### config.mk
export PLATFORM = sky130hd
export DESIGN_NAME = draw_rect
export DESIGN_NICKNAME = d
export VERILOG_FILES = /design/src/rtl/helicopter_pkg.sv /design/src/rtl/rect_scan.sv /design/src/rtl/draw_rect.sv
export SDC_FILE = /design/constraint.sdc
export NUM_CORES = 1
export LEC_CHECK = 0
export BUFFER_PORTS_ARGS = -buffer_cell sky130_fd_sc_hd__buf_2
export CORE_MARGIN = 4
export CORE_UTILIZATION = 56
export DETAILED_ROUTE_END_ITERATION = 6
export MAX_ROUTING_LAYER = met4
export PLACE_DENSITY = 0.82
export SETUP_SLACK_MARGIN = 0.02
export SKIP_LAST_GASP = 1
export SLEW_MARGIN = 30
export SYNTH_ARGS = -nofsm -noshare
export SYNTH_HDL_FRONTEND = slang
export SYNTH_HIERARCHICAL = 1
export SYNTH_SLANG_ARGS = --single-unit
### constraint.sdc
create_clock -name clock -period 3 [get_ports clock]
set_clock_uncertainty 0.15 [all_clocks]
set_input_delay 0.3 -clock clock [delete_from_list [all_inputs] [get_ports clock]]
set_output_delay 0.3 -clock clock [all_outputs]
set_load 0.01 [all_outputs]
### src/rtl/helicopter_pkg.sv
// Shared constants and types for the helicopter game's VGA drawing path.
package helicopter_pkg;

    // Screen geometry and pixel-write bus widths.
    localparam int SCREEN_W = 160;
    localparam int SCREEN_H = 120;
    localparam int X_W      = 8;
    localparam int Y_W      = 7;
    localparam int C_W      = 3;

    // 3-bit RGB colours used by the game.
    localparam logic [2:0] RED   = 3'b100;
    localparam logic [2:0] WHITE = 3'b111;
    localparam logic [2:0] BLACK = 3'b000;

    // Rectangle plotter control states.
    typedef enum logic [1:0] {
        IDLE = 2'd0,
        DRAW = 2'd1,
        DONE = 2'd2
    } state_t;

endpackage

### src/rtl/rect_scan.sv
// Column-major scan counter for the rectangle plotter: walks cy down each
// column, then steps cx, and reports which edge of the rectangle it is on.
module rect_scan #(
    parameter int WW = 5,
    parameter int HW = 5
) (
    input  logic          clock,
    input  logic          reset,
    input  logic          clear,
    input  logic          step,
    input  logic [WW-1:0] w,
    input  logic [HW-1:0] h,
    output logic [WW-1:0] cx,
    output logic [HW-1:0] cy,
    output logic          first_col,
    output logic          last_col,
    output logic          first_row,
    output logic          last_row,
    output logic          last
);

    // Advance one pixel per step: row first, then wrap to the next column.
    always_ff @(posedge clock) begin
        // NOTE: registers are written with <= so every flop samples the
        // pre-edge value of its neighbours, independent of statement order.
        if (reset || clear) begin
            cx <= '0;
            cy <= '0;
        end else if (step) begin
            if (last_row) begin
                cy <= '0;
                cx <= cx + WW'(1);
            end else begin
                cy <= cy + HW'(1);
            end
        end
    end

    // Edge flags drive the border colour; last marks the final pixel.
    assign first_col = (cx == '0);
    assign last_col  = (cx == w - WW'(1));
    assign first_row = (cy == '0);
    assign last_row  = (cy == h - HW'(1));
    assign last      = last_col && last_row;

endmodule

### src/rtl/draw_rect.sv
// Configurable rectangle plotter: latches a rectangle on start and emits one
// registered pixel write per clock, column-major, with border/fill/erase
// colouring and clipping of off-screen pixels.
module draw_rect #(
    parameter int             X_W      = helicopter_pkg::X_W,
    parameter int             Y_W      = helicopter_pkg::Y_W,
    parameter int             C_W      = helicopter_pkg::C_W,
    parameter int             MAX_W    = 16,
    parameter int             MAX_H    = 16,
    parameter int             SCREEN_W = helicopter_pkg::SCREEN_W,
    parameter int             SCREEN_H = helicopter_pkg::SCREEN_H,
    parameter logic [C_W-1:0] BG_COLOR = '0,
    localparam int            WW       = $clog2(MAX_W) + 1,
    localparam int            HW       = $clog2(MAX_H) + 1
) (
    input  logic           clock,
    input  logic           reset,
    input  logic           start,
    input  logic [X_W-1:0] x,
    input  logic [Y_W-1:0] y,
    input  logic [WW-1:0]  w,
    input  logic [HW-1:0]  h,
    input  logic [C_W-1:0] fill_color,
    input  logic [C_W-1:0] border_color,
    input  logic           erase,
    output logic [X_W-1:0] out_x,
    output logic [Y_W-1:0] out_y,
    output logic [C_W-1:0] color,
    output logic           en,
    output logic           busy,
    output logic           done
);

    import helicopter_pkg::*;

    state_t state, state_nxt;

    logic [X_W-1:0] x_l;
    logic [Y_W-1:0] y_l;
    logic [WW-1:0]  w_l;
    logic [HW-1:0]  h_l;
    logic [C_W-1:0] fill_l;
    logic [C_W-1:0] border_l;
    logic           erase_l;

    logic           load;
    logic           step;

    logic [WW-1:0]  cx;
    logic [HW-1:0]  cy;
    logic           first_col, last_col, first_row, last_row, last;

    logic [X_W:0]   sum_x;
    logic [Y_W:0]   sum_y;
    logic           visible;
    logic           on_edge;
    logic [C_W-1:0] pix_color;

    rect_scan #(
        .WW (WW),
        .HW (HW)
    ) u_scan (
        .clock     (clock),
        .reset     (reset),
        .clear     (load),
        .step      (step),
        .w         (w_l),
        .h         (h_l),
        .cx        (cx),
        .cy        (cy),
        .first_col (first_col),
        .last_col  (last_col),
        .first_row (first_row),
        .last_row  (last_row),
        .last      (last)
    );

    // Next-state logic; start is only honoured in IDLE.
    always_comb begin
        // NOTE: every output of this block gets a default first, so no path
        // through the case can leave one unassigned and infer a latch.
        state_nxt = state;
        load      = 1'b0;
        step      = 1'b0;
        case (state)
            IDLE: begin
                if (start) begin
                    load      = 1'b1;
                    state_nxt = (w == '0 || h == '0) ? DONE : DRAW;
                end
            end
            DRAW: begin
                step = 1'b1;
                if (last) state_nxt = DONE;
            end
            DONE:    state_nxt = IDLE;
            default: state_nxt = IDLE;
        endcase
    end

    // State register.
    always_ff @(posedge clock) begin
        if (reset) state <= IDLE;
        else       state <= state_nxt;
    end

    // Capture the request; oversize dimensions are clamped to the maximum.
    always_ff @(posedge clock) begin
        if (reset) begin
            x_l      <= '0;
            y_l      <= '0;
            w_l      <= '0;
            h_l      <= '0;
            fill_l   <= '0;
            border_l <= '0;
            erase_l  <= 1'b0;
        end else if (load) begin
            x_l      <= x;
            y_l      <= y;
            w_l      <= (w > WW'(MAX_W)) ? WW'(MAX_W) : w;
            h_l      <= (h > HW'(MAX_H)) ? HW'(MAX_H) : h;
            fill_l   <= fill_color;
            border_l <= border_color;
            erase_l  <= erase;
        end
    end

    // Pixel address one bit wide so coordinates past the screen are caught
    // rather than wrapping back onto it.
    assign sum_x   = {1'b0, x_l} + (X_W+1)'(cx);
    assign sum_y   = {1'b0, y_l} + (Y_W+1)'(cy);
    assign visible = (sum_x < (X_W+1)'(SCREEN_W)) && (sum_y < (Y_W+1)'(SCREEN_H));

    // Colour select: erase wins, then border on any outer row/column.
    assign on_edge   = first_col || last_col || first_row || last_row;
    assign pix_color = erase_l ? BG_COLOR : (on_edge ? border_l : fill_l);

    // Registered pixel bus; address/colour hold outside DRAW.
    always_ff @(posedge clock) begin
        if (reset) begin
            out_x <= '0;
            out_y <= '0;
            color <= '0;
            en    <= 1'b0;
            busy  <= 1'b0;
            done  <= 1'b0;
        end else begin
            en   <= 1'b0;
            busy <= 1'b0;
            done <= (state == DONE);
            if (state == DRAW) begin
                out_x <= sum_x[X_W-1:0];
                out_y <= sum_y[Y_W-1:0];
                color <= pix_color;
                en    <= visible;
                busy  <= 1'b1;
            end
        end
    end

endmodule

## After elaboration in Yosys (flattened, before gate mapping)

Index checks and enable logic that the tools add are counted.
Widths: inputs -> output; s select.

| storage, ports and cells | value |
|---|---|
| output and inout bits | 21 |
| memories | 0 |
| memory bits (writable) | 0 |
| memory bits (read-only) | 0 |
| logic and storage cells | 60 |
| bits in registers | 65 |
| input bits | 35 |
| latch bits | 0 |

| cells by class | value |
|---|---|
| bitwise gates (word level) | 1 |
| add/subtract/negate cells | 6 |
| reduce and logical (&&, ||, !) cells | 15 |
| shift-type cells | 0 |
| div/mod/pow operators | 0 |
| equal/unequal tests | 6 |
| multiplexer cells | 12 |
| $lt $le $gt $ge | 4 |
| $mul | 0 |

Operator list:

| kind | number |
|---|---|
| $logic_not 5->1 | 4 |
| $mux 5 | 3 |
| $add 5x1->5 const B | 2 |
| $eq 5x5->1 | 2 |
| $gt 5x5->1 const B | 2 |
| $sub 5x1->5 const B | 2 |
| $add 8x5->9 | 1 |
| $lt 9x8->1 const B | 1 |
| $add 7x5->8 | 1 |
| $lt 8x7->1 const B | 1 |
| $mux 2 | 3 |
| $mux 3 | 2 |
| $logic_or 1x1->1 | 5 |
| $ne 2x2->1 const B | 2 |
| $pmux 2 s2 | 1 |
| $reduce_and 2->1 | 2 |
| $mux 1 | 3 |
| $eq 2x1->1 const B | 1 |
| $eq 2x2->1 const B | 1 |
| $logic_and 1x1->1 | 2 |
| $logic_not 2->1 | 1 |
| $reduce_or 2->1 | 1 |
| $not 1->1 | 1 |

## Depth between registers and ports, before layout

| logic depth | value |
|---|---|
| word-level depth | 7 |
| depth in mapped cells | 11 |
| depth with buffers taken out | 11 |

## By module

Netlist, hierarchy kept.

By module, submodules not included:

| module | instances | seq. area each (µm²) | area an instance (µm²) | cells an instance |
|---|---|---|---|---|
| draw_rect | 1 | 1,101.1 | 2,506.2 | 303 |
| rect_scan | 1 | 200.2 | 790.8 | 94 |

## Worst setup path after synthesis

Ideal clock, no wire load.

| path | value |
|---|---|
| path type | flip-flop to flip-flop |
| start point | register w_l[0] |
| end point | register color[0] |
| required time | 2,722 ps |
| path buffers | 0 |
| period minus slack after synthesis | 2,303 ps |
| library setup time | 128 ps |
| stages on the path, launching flop included | 11 |
| arrival | 2,025 ps |
| slack | 697 ps |
| path through | dfxtp_1 > inv_1 > ha_1 > nand2b_1 > a311o_1 > a2111oi_2 > nor4_2 > mux2i_1 > nor3_1 > a21oi_1 > nor2_1 |

| between the ends | value |
|---|---|
| word-level cells in the longest chain between the ends | 7 |

Ends and longest elaborated chain:

| what | line | RTL |
|---|---|---|
| start: declaration | draw_rect.sv:40 | `logic [WW-1:0] w_l;` |
| start signal: assignment | draw_rect.sv:120 | `w_l <= (w > WW'(MAX_W)) ? WW'(MAX_W) : w;` |
| $sub 5x1->5 | rect_scan.sv:41 | `assign last_col = (cx == w - WW'(1));` |
| $eq 5x5->1 | rect_scan.sv:41 |  |
| named net last_col | draw_rect.sv:51 | `logic first_col, last_col, first_row, last_row, last;` |
| $logic_or 1x1->1 (3 in series) | draw_rect.sv:135 | `assign on_edge = first_col \|\| last_col \|\| first_row \|\| last_row;` |
| $mux 3 (2 in series) | draw_rect.sv:136 | `assign pix_color = erase_l ? BG_COLOR : (on_edge ? border_l : fill_l);` |
| end signal: assignment | draw_rect.sv:154 | `color <= pix_color;` |
| end: declaration | draw_rect.sv:28 | `output logic [C_W-1:0] color,` |

The timed path passes the listed nets, and every way through them passes these cells.
A chain may end at the register's enable or synchronous reset.

## Worst setup path after layout

| path | value |
|---|---|
| start point | register h_l[0] |
| end point | register color[0] |

| between the ends | value |
|---|---|
| word-level cells in the longest chain between the ends | 5 |

Ends and longest elaborated chain:

| what | line | RTL |
|---|---|---|
| start: declaration | draw_rect.sv:41 | `logic [HW-1:0] h_l;` |
| start signal: assignment | draw_rect.sv:121 | `h_l <= (h > HW'(MAX_H)) ? HW'(MAX_H) : h;` |
| $sub 5x1->5 | rect_scan.sv:43 | `assign last_row = (cy == h - HW'(1));` |
| $eq 5x5->1 | rect_scan.sv:43 |  |
| named net last_row | draw_rect.sv:51 |  |
| $logic_or 1x1->1 | draw_rect.sv:135 |  |
| $mux 3 (2 in series) | draw_rect.sv:136 |  |

The timed path passes the listed nets, and every way through them passes these cells.

==> results.toml <==
[run_status]
outcome = "finished clean"

[sta]
finalSetupViolCount = 0
rsz0062_at_grt = "false"
relSlewSlack_pct = 57.4
finalCritPeriodShare_pct = 87.3
fin_tns_setup_ps = 0
worstMarginPinSlew_ps = 638
max_clock_freq_mhz = 382
finalCriticalPeriod_ps = 2620
hold_violations = 0
slew_viol_final = 0

[setup_path]
crit_path_end_kind = "register"
crit_path_start_kind = "register"
arrival_ps = 2670
cp_max_fo = 4
cp.required_ps = 3050
worst-setup-path-type = "register to register"

[run]
maxCapViolCount = 0

[floorplanning]
die_y_um = 84.7
dieWidth_um = 84.7
start_util_pct = 58.8
placementRows = 27
die-area_um2 = 7180
ios = 56
core_area_um2 = 5610

[placement]
gp_congestion = 0.858
hpwlAfterDp_um = 5500
portBuffers = 55
dpl_cell_area_um2 = 3620

[pwr]
power_mw = 1.95
vdd_drop_max_mv = 0.359
p_leak_nw = 1.57
p_per_area_nw_per_um2 = 509

[yosys]
synth_fp_nets = 450
syn_inst = 397
ys_seq_area_share_pct = 39.5
ys_seq_elements = 65
async_reset_ff_share_pct = 0
synth.distinct_cells = 52
ys.flop_type = "dfxtp_1"
syn_area_um2 = 3300
ys_warn_count = 6
synth_area_per_cell_um2 = 8.30
synth-edff-count = 0

[drt]
drt_iter0_markers = 219
antenna_left = 0
drc = 0
wl_um = 7600
first_pass_iters = 4
avgRoutedWirePerCell_um = 14.4
via_per_inst = 5.60
vias = 2944

[clock_network]
clkSinkCount = 65
cts_setup_buffers = 0
cts_tree = "yes"
clk_latency_ps = 330
clk_path_buf_depth = 2
cts_buffers = 9
clk_pin_slew_ps = 70
root_buffer = "clkbuf_8"
htree_levels = 3
cts_hold_buf = 0
cts_resized = 0

[global_routing]
grt_max_degree = 35
antenna_found_initial = 0
grt.met1_usage_pct = 27.3
busiest_layer = "met2"
use_met2_pct = 37.3
overflow = 0
grt_first_pass_wirelength_um = 12900
grt_pass1_vias = 2869
grt_usage_pct = 22.8
met3_usage_pct = 5.40

[min_path]
hold_path_class = "input port to register"

[cells_and_area]
nNetsFinal = 502
final_util_pct = 68.4
antenna_cells = 0
drive_gt1_share_pct = 19.4
area_growth_pct = 16.3
final_cell_area_um2 = 3830
==> layout make-up <==
class                           instances  area [um^2]
Clock buffer                           12          165
Tap cell                               72         90.1
Multi-Input combinational cell        296         1850
Timing Repair Buffer                   60          313
Fill cell                             485         1770
Sequential cell                        65         1300
Clock inverter                          4         50.0
Inverter                               17         63.8
==> cells in the mapped netlist (2+ instances only) <==
library cell | n | area [um^2]
a211oi_1 | 4 | 30.0
a21o_1 | 2 | 15.0
a21oi_1 | 56 | 280
a31oi_1 | 2 | 12.5
and2_1 | 2 | 12.5
buf_1 | 2 | 7.51
buf_2 | 6 | 30.0
clkbuf_1 | 9 | 33.8
clkbuf_2 | 2 | 10.0
dfxtp_1 | 65 | 1300
fa_1 | 2 | 40.0
ha_1 | 16 | 200
inv_1 | 16 | 60.1
mux2i_1 | 5 | 50.1
nand2_1 | 79 | 297
nand2b_1 | 7 | 43.8
nand3_1 | 5 | 25.0
nand3b_1 | 12 | 90.1
nand4_1 | 3 | 18.8
nor2_1 | 22 | 82.6
nor3_1 | 6 | 30.0
nor3b_1 | 3 | 22.5
nor4b_1 | 4 | 35.0
o211ai_1 | 2 | 15.0
o21ai_0 | 13 | 65.1
or2_2 | 2 | 12.5
or3_1 | 3 | 18.8
xnor2_1 | 13 | 114
xor2_1 | 11 | 96.3
==> worst paths after layout <==
path | slack [ps] | from | cells past startpoint | end
min | 50 | fill_color[0] | 3 | fill_l[0]$_SDFFE_PP0P_
min reg2reg | 300 | out_x[4]$_SDFFE_PP0P_ | 2 | out_x[4]$_SDFFE_PP0P_
max reg2reg | 380 | h_l[0]$_SDFFE_PP0P_ | 11 | color[0]$_SDFFE_PP0P_
max | 380 | h_l[0]$_SDFFE_PP0P_ | 11 | color[0]$_SDFFE_PP0P_
==> where the power goes <==
group	internal [mW]	total [mW]	leakage (nW)	switching (mW)
sequential	0.903	0.935	0.530	0.0319
clock	0.450	0.783	0.105	0.332
combinational	0.0936	0.233	0.937	0.140
==> stage by stage <==
| stage | worst slack, ps | hold WS [ps] | std cells |
|---|---|---|---|
| CTS | 373 | 34.6 | 526 |
| finish | 380 | 46.0 | 526 |
| global route | 229 | 31.6 | 526 |
| floorplan | 697 | 286 | 397 |
| global placement | 513 | 288 | 510 |
| detailed placement | 382 | 296 | 510 |
==> layout by cell type (no fill, tap or decap), drive strengths merged, types with 3 or more instances in the layout <==
| master | count |
|---|---|
| nand3b | 12 |
| nand3 | 5 |
| nand2b | 7 |
| nand2 | 79 |
| nor2 | 22 |
| nand4 | 3 |
| nor3b | 3 |
| nor3 | 6 |
| a21oi | 56 |
| xor2 | 11 |
| dfxtp | 65 |
| mux2i | 5 |
| or3 | 3 |
| clkbuf | 12 |
| o21ai | 14 |
| ha | 16 |
| nor4b | 4 |
| xnor2 | 13 |
| inv | 16 |
| a211oi | 5 |
| buf | 60 |
==> worst max-delay path, stage by stage (launching register included) <==
cell and delay (ps):
dfxtp_1 400, inv_1 70, ha_1 240, and4bb_1 230, o211a_4 240, o211ai_1 140
inv_1 100, nor4_2 430, mux2i_1 250, nor3_1 60, a21oi_1 120, nor2_1 50
==> logic make-up (layout without fill, tap and decap cells) <==
group	after synthesis	after routing	share of synthesized area (%)
compound gates	93	93	17.8
buf+inv	36	93	4.40
flops	65	65	39.5
simple gates	156	156	23.2
fa+ha+maj	18	18	7.29
xor+xnor	24	24	6.38
mux	5	5	1.52
==> sequential cells by signal, indices dropped and copies added (netlist names), 3 cells and up <==
name and cells:
y_l 7, u_scan/cx 5, border_l 3, x_l 8, color 3, w_l 5
h_l 5, fill_l 3, u_scan/cy 5, out_x 8, out_y 7
==> per-layer routing <==
metal / vias up / part of all wire, %
li1: 1469 / -
met1: 1382 / 44
met2: 82 / 50
met3: 11 / 5.3
met4: 0 / 1.3
met5: - / 0
No activity file was read; power rests on OpenSTA's default activity.
